[config.mk]
export PLATFORM = sky130hd
export DESIGN_NAME = spi_master_fifo_wb
export DESIGN_NICKNAME = d
export VERILOG_FILES = /design/src/rtl/spi_master_fifo_wb.sv
export SDC_FILE = /design/constraint.sdc
export NUM_CORES = 1
export LEC_CHECK = 0
export ABC_AREA = 1
export BUFFER_PORTS_ARGS = -buffer_cell sky130_fd_sc_hd__buf_2
export CAP_MARGIN = 0
export CORE_UTILIZATION = 55
export DETAILED_ROUTE_END_ITERATION = 16
export GPL_ROUTABILITY_DRIVEN = 0
export PLACE_DENSITY = 0.76
export SLEW_MARGIN = 20
export SYNTH_ARGS = -nofsm -noshare
export SYNTH_HDL_FRONTEND = slang
export SYNTH_SLANG_ARGS = --single-unit
[constraint.sdc]
create_clock -name clk_i -period 2.6 [get_ports clk_i]
set_input_delay 0.39 -clock clk_i [delete_from_list [all_inputs] [get_ports clk_i]]
set_output_delay 0.39 -clock clk_i [all_outputs]
set_load 0.02 [all_outputs]
[src/rtl/spi_master_fifo_wb.sv]
// WISHBONE SPI master with parametrised TX/RX FIFOs and SS framing.
// Optional loopback (CTRL[1]) is built only with `define SPI_LOOPBACK_EN.
module spi_master_fifo_wb #(
  parameter int SS_WIDTH   = 8,
  parameter int FIFO_DEPTH = 8,
  parameter int DIV_W      = 8
) (
  input  logic                clk_i,
  input  logic                rst_i,
  input  logic                cyc_i,
  input  logic                stb_i,
  input  logic [2:0]          adr_i,
  input  logic                we_i,
  input  logic [7:0]          dat_i,
  output logic [7:0]          dat_o,
  output logic                ack_o,
  output logic                inta_o,
  output logic                sck_o,
  output logic [SS_WIDTH-1:0] ss_o,
  output logic                mosi_o,
  input  logic                miso_i
);
  localparam int AW = $clog2(FIFO_DEPTH);
  localparam logic [AW:0] P1 = 1;
  localparam logic [DIV_W-1:0] C1 = 1;

  typedef enum logic [1:0] {IDLE, LEAD, SHIFT, TRAIL} state_t;

  state_t           state;
  logic [7:0]       ctrl, divl, ss_r, icnt, fcnt;
  logic             if_f, wcol, rovf;
  logic [DIV_W-1:0] div_v, cnt;
  logic [7:0]       divh_rd, rdata;
  logic [3:0]       hp;
  logic [7:0]       sreg, rreg, rx_next, rx_byte, tx_dout;
  logic [7:0]       tx_mem [FIFO_DEPTH];
  logic [7:0]       rx_mem [FIFO_DEPTH];
  logic [AW:0]      tx_wp, tx_rp, rx_wp, rx_rp;

  logic req, wr, rd, stat_wr, if_clr, abort;
  logic ie, en, lsbf, ass, cpol, cpha, loop, rin;
  logic tx_empty, tx_full, rx_empty, rx_full, busy;
  logic tick, fend, tx_pop, tx_push, rx_push, rx_pop;
  logic sample, shift_ev, hit;
  logic [7:0] fbase;

`ifdef SPI_LOOPBACK_EN
  localparam logic [7:0] CMASK = 8'hFE;
  assign loop = ctrl[1];
`else
  localparam logic [7:0] CMASK = 8'hFC;
  assign loop = 1'b0;
`endif

  assign ie   = ctrl[7];
  assign en   = ctrl[6];
  assign lsbf = ctrl[5];
  assign ass  = ctrl[4];
  assign cpol = ctrl[3];
  assign cpha = ctrl[2];

  assign req     = cyc_i & stb_i & ~ack_o;
  assign wr      = req & we_i;
  assign rd      = req & ~we_i;
  assign stat_wr = wr && adr_i == 3'd1;
  assign if_clr  = stat_wr && dat_i[7];
  assign abort   = wr && adr_i == 3'd0 && en && !dat_i[6];

  assign tx_empty = tx_wp == tx_rp;
  assign tx_full  = (tx_wp[AW] != tx_rp[AW]) &&
                    (tx_wp[AW-1:0] == tx_rp[AW-1:0]);
  assign rx_empty = rx_wp == rx_rp;
  assign rx_full  = (rx_wp[AW] != rx_rp[AW]) &&
                    (rx_wp[AW-1:0] == rx_rp[AW-1:0]);
  assign busy     = state != IDLE;
  assign tx_dout  = tx_mem[tx_rp[AW-1:0]];

  assign tick     = busy && cnt == div_v;
  assign fend     = state == SHIFT && tick && hp == 4'd15 && !abort;
  assign tx_pop   = !abort && !tx_empty &&
                    ((state == IDLE && en) || fend);
  assign tx_push  = wr && adr_i == 3'd2 && !tx_full;
  assign rx_push  = fend && !rx_full;
  assign rx_pop   = rd && adr_i == 3'd2 && !rx_empty;
  assign sample   = state == SHIFT && tick && (hp[0] == cpha);
  assign shift_ev = state == SHIFT && tick && (hp[0] != cpha) &&
                    hp != 4'd15;

  assign rin     = loop ? mosi_o : miso_i;
  assign rx_next = lsbf ? {rin, rreg[7:1]} : {rreg[6:0], rin};
  assign rx_byte = sample ? rx_next : rreg;
  assign fbase   = if_clr ? 8'd0 : fcnt;
  assign hit     = fbase == icnt;
  assign inta_o  = if_f & ie;

  function automatic logic obit(input logic [7:0] d, input logic l);
    return l ? d[0] : d[7];
  endfunction

  function automatic logic [7:0] shf(input logic [7:0] d, input logic l);
    return l ? {1'b0, d[7:1]} : {d[6:0], 1'b0};
  endfunction

  if (DIV_W > 8) begin : g_divh
    logic [DIV_W-9:0] divh;
    // upper divider bits
    always_ff @(posedge clk_i or negedge rst_i)
      if (!rst_i) divh <= '0;
      else if (wr && adr_i == 3'd6) divh <= dat_i[DIV_W-9:0];
    assign div_v   = {divh, divl};
    assign divh_rd = 8'(divh);
  end else begin : g_nodivh
    assign div_v   = divl;
    assign divh_rd = 8'h00;
  end

  // select lines: manual mask, framed by the FSM when ASS is set
  always_comb begin
    ss_o = ~SS_WIDTH'(ss_r);
    if (ass && state == IDLE) ss_o = '1;
    if (loop) ss_o = '1;
  end

  // register read mux
  always_comb begin
    rdata = 8'h00;
    case (adr_i)
      3'd0: rdata = ctrl;
      3'd1: rdata = {if_f, wcol, rovf, busy,
                     tx_full, tx_empty, rx_full, rx_empty};
      3'd2: rdata = rx_empty ? 8'h00 : rx_mem[rx_rp[AW-1:0]];
      3'd3: rdata = divl;
      3'd4: rdata = ss_r;
      3'd5: rdata = icnt;
      3'd6: rdata = divh_rd;
      default: rdata = 8'h00;
    endcase
  end

  // bus handshake and control registers
  always_ff @(posedge clk_i or negedge rst_i)
    if (!rst_i) begin
      ack_o <= 1'b0;
      dat_o <= 8'h00;
      ctrl  <= 8'h00;
      divl  <= 8'h00;
      ss_r  <= 8'h00;
      icnt  <= 8'h00;
    end else begin
      ack_o <= req;
      if (rd) dat_o <= rdata;
      if (wr) begin
        case (adr_i)
          3'd0: ctrl <= dat_i & CMASK;
          3'd3: divl <= dat_i;
          3'd4: ss_r <= dat_i;
          3'd5: icnt <= dat_i;
          default: ;
        endcase
      end
    end

  // sticky status flags and frame counter
  always_ff @(posedge clk_i or negedge rst_i)
    if (!rst_i) begin
      if_f <= 1'b0;
      wcol <= 1'b0;
      rovf <= 1'b0;
      fcnt <= 8'h00;
    end else begin
      if (wr && adr_i == 3'd2 && tx_full) wcol <= 1'b1;
      else if (stat_wr && dat_i[6]) wcol <= 1'b0;
      if (fend && rx_full) rovf <= 1'b1;
      else if (stat_wr && dat_i[5]) rovf <= 1'b0;
      if (fend && hit) if_f <= 1'b1;
      else if (if_clr) if_f <= 1'b0;
      if (abort) fcnt <= 8'h00;
      else fcnt <= fend ? fbase + 8'd1 : fbase;
    end

  // FIFO pointers; disabling EN flushes both
  always_ff @(posedge clk_i or negedge rst_i)
    if (!rst_i) begin
      tx_wp <= '0;
      tx_rp <= '0;
      rx_wp <= '0;
      rx_rp <= '0;
    end else if (abort) begin
      tx_wp <= '0;
      tx_rp <= '0;
      rx_wp <= '0;
      rx_rp <= '0;
    end else begin
      if (tx_push) tx_wp <= tx_wp + P1;
      if (tx_pop)  tx_rp <= tx_rp + P1;
      if (rx_push) rx_wp <= rx_wp + P1;
      if (rx_pop)  rx_rp <= rx_rp + P1;
    end

  // FIFO storage
  always_ff @(posedge clk_i) begin
    if (tx_push) tx_mem[tx_wp[AW-1:0]] <= dat_i;
    if (rx_push) rx_mem[rx_wp[AW-1:0]] <= rx_byte;
  end

  // transfer FSM: framing, sck generation, shift and sample
  always_ff @(posedge clk_i or negedge rst_i)
    if (!rst_i) begin
      state  <= IDLE;
      cnt    <= '0;
      hp     <= 4'd0;
      sck_o  <= 1'b0;
      mosi_o <= 1'b0;
      sreg   <= 8'h00;
      rreg   <= 8'h00;
    end else if (abort) begin
      state <= IDLE;
      cnt   <= '0;
      hp    <= 4'd0;
      sck_o <= dat_i[3];
    end else begin
      unique case (state)
        IDLE: begin
          sck_o <= cpol;
          cnt   <= '0;
          hp    <= 4'd0;
          if (tx_pop) begin
            sreg <= cpha ? tx_dout : shf(tx_dout, lsbf);
            if (!cpha) mosi_o <= obit(tx_dout, lsbf);
            state <= ass ? LEAD : SHIFT;
          end
        end
        LEAD: begin
          if (tick) begin
            cnt   <= '0;
            state <= SHIFT;
          end else cnt <= cnt + C1;
        end
        SHIFT: begin
          if (tick) begin
            cnt   <= '0;
            hp    <= hp + 4'd1;
            sck_o <= ~sck_o;
            if (sample) rreg <= rx_next;
            if (shift_ev) begin
              mosi_o <= obit(sreg, lsbf);
              sreg   <= shf(sreg, lsbf);
            end
            if (hp == 4'd15) begin
              if (tx_pop) begin
                sreg <= cpha ? tx_dout : shf(tx_dout, lsbf);
                if (!cpha) mosi_o <= obit(tx_dout, lsbf);
              end else state <= ass ? TRAIL : IDLE;
            end
          end else cnt <= cnt + C1;
        end
        TRAIL: begin
          if (tick) begin
            cnt   <= '0;
            state <= IDLE;
          end else cnt <= cnt + C1;
        end
      endcase
    end

endmodule

==> impl_metrics.env <==
export IMPL_outcome="completed"
export IMPL_yosysWarnings=0
export IMPL_dp_hpwl_mm=19.35
export IMPL_grt_setup_unrepaired="no"
export IMPL_die_area_mm2=0.02004
export IMPL_synth_ff_type="edfxtp_1"
export IMPL_slew_violations=0
export IMPL_routed_wl_mm=27.14
export IMPL_drcViolationCount=0
export IMPL_fin_setup_tns_ps=0
export IMPL_crit_top_cell="nand2_1"
export IMPL_power_mw=11.91
export IMPL_relSlewSlack_pct=61.26
export IMPL_dr_first_iter_drc_count=586
export IMPL_worst_ep_arrival_time_ps=2560
export IMPL_overflow=0
export IMPL_syn_nets=1167
export IMPL_grt_pass1_wl_mm=43.01
export IMPL_path_class="flip-flop to flip-flop"
export IMPL_startpoint_type="flip-flop"
export IMPL_cp_end_kind="flip-flop"
export IMPL_pwr_density_cell_mw_per_mm2=980.8
export IMPL_cts_made_buffers=23
export IMPL_clock_root_buffer="clkbuf_16"
export IMPL_slowest_stage="dfrtp_1"
export IMPL_hold_violations=0
export IMPL_ys_top_cells_by_count="239 x nand2_1, 143 x o21ai_0, 131 x nor2_1"
export IMPL_dieWidth_um=141.5
export IMPL_worst_hold_slack_ps=189.2
export IMPL_synth_cell_area_mm2=0.01071
export IMPL_postCtsSetupBuffers=0
export IMPL_ys_ff_latch=226
export IMPL_regToRegSetupSlack_ps=260
export IMPL_clkSlewWorstSetupHoldPaths_ps=60
export IMPL_rr_endpoint="rx_mem[4][7]$_DFFE_PP_"
export IMPL_netlist_area_leader_share_pct=35.89
export IMPL_finalNetCount=1229
export IMPL_cpPeakStageDelay_ps=410
export IMPL_synth_cell_type_count=40
export IMPL_finalSetupViolCount=0
export IMPL_worst_slack_ps=261.0
export IMPL_core_rowCount=50
export IMPL_drtPass1Iterations=5
export IMPL_place_worst_setup_slack_ps=52.96
export IMPL_final_cells=1481
export IMPL_cap_viol_max_count=0
export IMPL_grt_start_max_net_pins=38
export IMPL_endpoint="rx_mem[4][7]$_DFFE_PP_"
export IMPL_max_freq_mhz=427.5
export IMPL_holdCritPathClass="input port to flip-flop"
export IMPL_p_leak_nw=5.181
export IMPL_crit_buf_inv=2
export IMPL_synthTopCellsByArea="edfxtp_1 36%, dfrtp_1 23%, nand2_1 8.4%, o21ai_0 6.7%, nor2_1 4.6%"
export IMPL_cts_tree="done"
export IMPL_postSynthAreaPerCell_um2=9.370
export IMPL_postRouteAntennaNets=0
export IMPL_crit_path_start="div_v[2]$_DFFE_PN0P_"
export IMPL_place_inst=1439
export IMPL_period_share_pct=89.96
export IMPL_area_delta_synth_final_pct=13.39
export IMPL_crit_chain="inv_1, nand2_1, nand2_1, nor2_1, nand3_1, nor2_4, nand3_4, nor2_2, nand2_1, nor3_1, buf_4"
export IMPL_insertion_delay_ps=510
export IMPL_reg2reg_from="div_v[2]$_DFFE_PN0P_"
export IMPL_fp_dieH_um=141.5
export IMPL_routedWlPerCell_um=18.33
export IMPL_period_minus_slack_ps=2339
export IMPL_synth_most_common_cell="nand2_1"
export IMPL_grt_pass1_vias=8244
export IMPL_via_per_inst=5.740
export IMPL_clock_sinks=226
export IMPL_path_delay_family="simple AND/OR/NAND/NOR gates"
export IMPL_ioPinCount=37
export IMPL_synth_cells=1143
export IMPL_critical_path_cell_count=11
export IMPL_start_util_pct=56.69
export IMPL_cts_max_level=1
export IMPL_worstPathRequired_ps=2820
export IMPL_tightest_slew_ps=575.0
export IMPL_clock_skew_ps=15.31
export IMPL_cts_buffer_depth=3
export IMPL_antenna_found_initial=1
export IMPL_cts_resized=0
export IMPL_synth_async_sr_flop_share_pct=43.36
export IMPL_ys_seq_area_share_pct=58.79
export IMPL_grt_usage_pct=27.99
export IMPL_worstRegToRegCells=11
export IMPL_coreArea_mm2=0.01889
export IMPL_critPathMaxFanout=9
export IMPL_dr_total_vias=8501
export IMPL_peakVddDrop_v=0.0007880
export IMPL_drive_above_1_share_pct=12.86
export IMPL_synth_edff_count=128
export IMPL_port_buffers=36
export IMPL_antenna_cells=0
export IMPL_synth_top_area_cell="edfxtp_1"
## cell type report
class	count	area [um2]
Fill cell	1558	6749
Sequential cell	226	6296
Multi-Input combinational cell	763	3811
Clock buffer	32	640.6
Timing Repair Buffer	81	535.5
Inverter	110	412.9
Tap cell	260	325.3
Clock inverter	9	122.6
## timing repair
item	in CTS	in global routing
endpoints found under the setup margin	0	0
endpoints found under the hold margin	34	0
hold buffers	1	0
## through the flow
stage | instance area (um2) | util (%)
after floorplan | 10710 | -
after global placement | 11370 | 60.19
after detailed placement | 11370 | 60.19
after CTS | 12140 | 64.28
after global routing | 12140 | 64.28
final | 12140 | 64.28
## power breakdown
part           total (mW)  leakage, nW  internal [mW]  switching, mW
clock                3.35        0.365           2.02           1.33
combinational        3.86         2.38           1.21           2.65
sequential           4.71         2.44           4.31          0.395
## sequential cells by signal, indices dropped and copies added (netlist names)
signal,flops
tx_wp,4
rx_mem,64
rx_wp,4
icnt,8
cnt,8
sreg,8
sck_o,1
if_f,1
tx_rp,4
ack_o,1
fcnt,8
rovf,1
wcol,1
ctrl,6
mosi_o,1
rreg,8
div_v,8
hp,4
state,2
tx_mem,64
rx_rp,4
ss_r,8
dat_o,8
## per-layer routing
| metal | track usage (%) | up-vias | part of all wire [%] |
|---|---|---|---|
| met5 | 0 | - | 0 |
| met4 | 12.62 | 0 | 4.3 |
| met3 | 3.949 | 73 | 6.5 |
| met2 | 47.94 | 321 | 49 |
| met1 | 35.45 | 4077 | 40 |
| li1 | - | 4030 | - |
## cell usage in the layout, fill, tap and decap left out, drive strengths merged
master and count:
ha 7, inv 108, a21oi 25, buf 80, o31ai 4, o2111ai 2
dlygate4sd3 1, nand4 20, o22ai 21, clkinvlp 2, o211ai 12, nor3 31
a221oi 6, edfxtp 128, bufinv 3, and3 2, xnor2 5, nor3b 4
o21ai 155, dfrtp 98, nand3 46, nand2 249, a32o 1, o221ai 12
clkbuf 32, a211oi 1, o21a 2, xor2 15, clkinv 6, nor2 142
a21o 1
## cell families after synthesis
family          Yosys count  synth area share [%]
flops                   226                 58.79
buf+inv                 154                 5.631
simple gates            494                 20.36
xor+xnor                 20                 1.636
fa+ha+maj                 7                0.8177
compound gates          242                 12.77
## worst min path at each step
stage,startpoint,to,slack (ps),cells after the start
CTS,dat_i[1],tx_mem[4][1]$_DFFE_PP_,170,1
global placement,rst_i,sreg[7]$_DFFE_PN0P_,390,1
floorplan,rst_i,ack_o$_DFF_PN0_,90,0
finish,dat_i[1],tx_mem[0][1]$_DFFE_PP_,190,1
detailed placement,rst_i,sreg[7]$_DFFE_PN0P_,390,1
global route,dat_i[1],tx_mem[4][1]$_DFFE_PP_,200,1
Note: power is estimated with default switching activity, not from simulation.
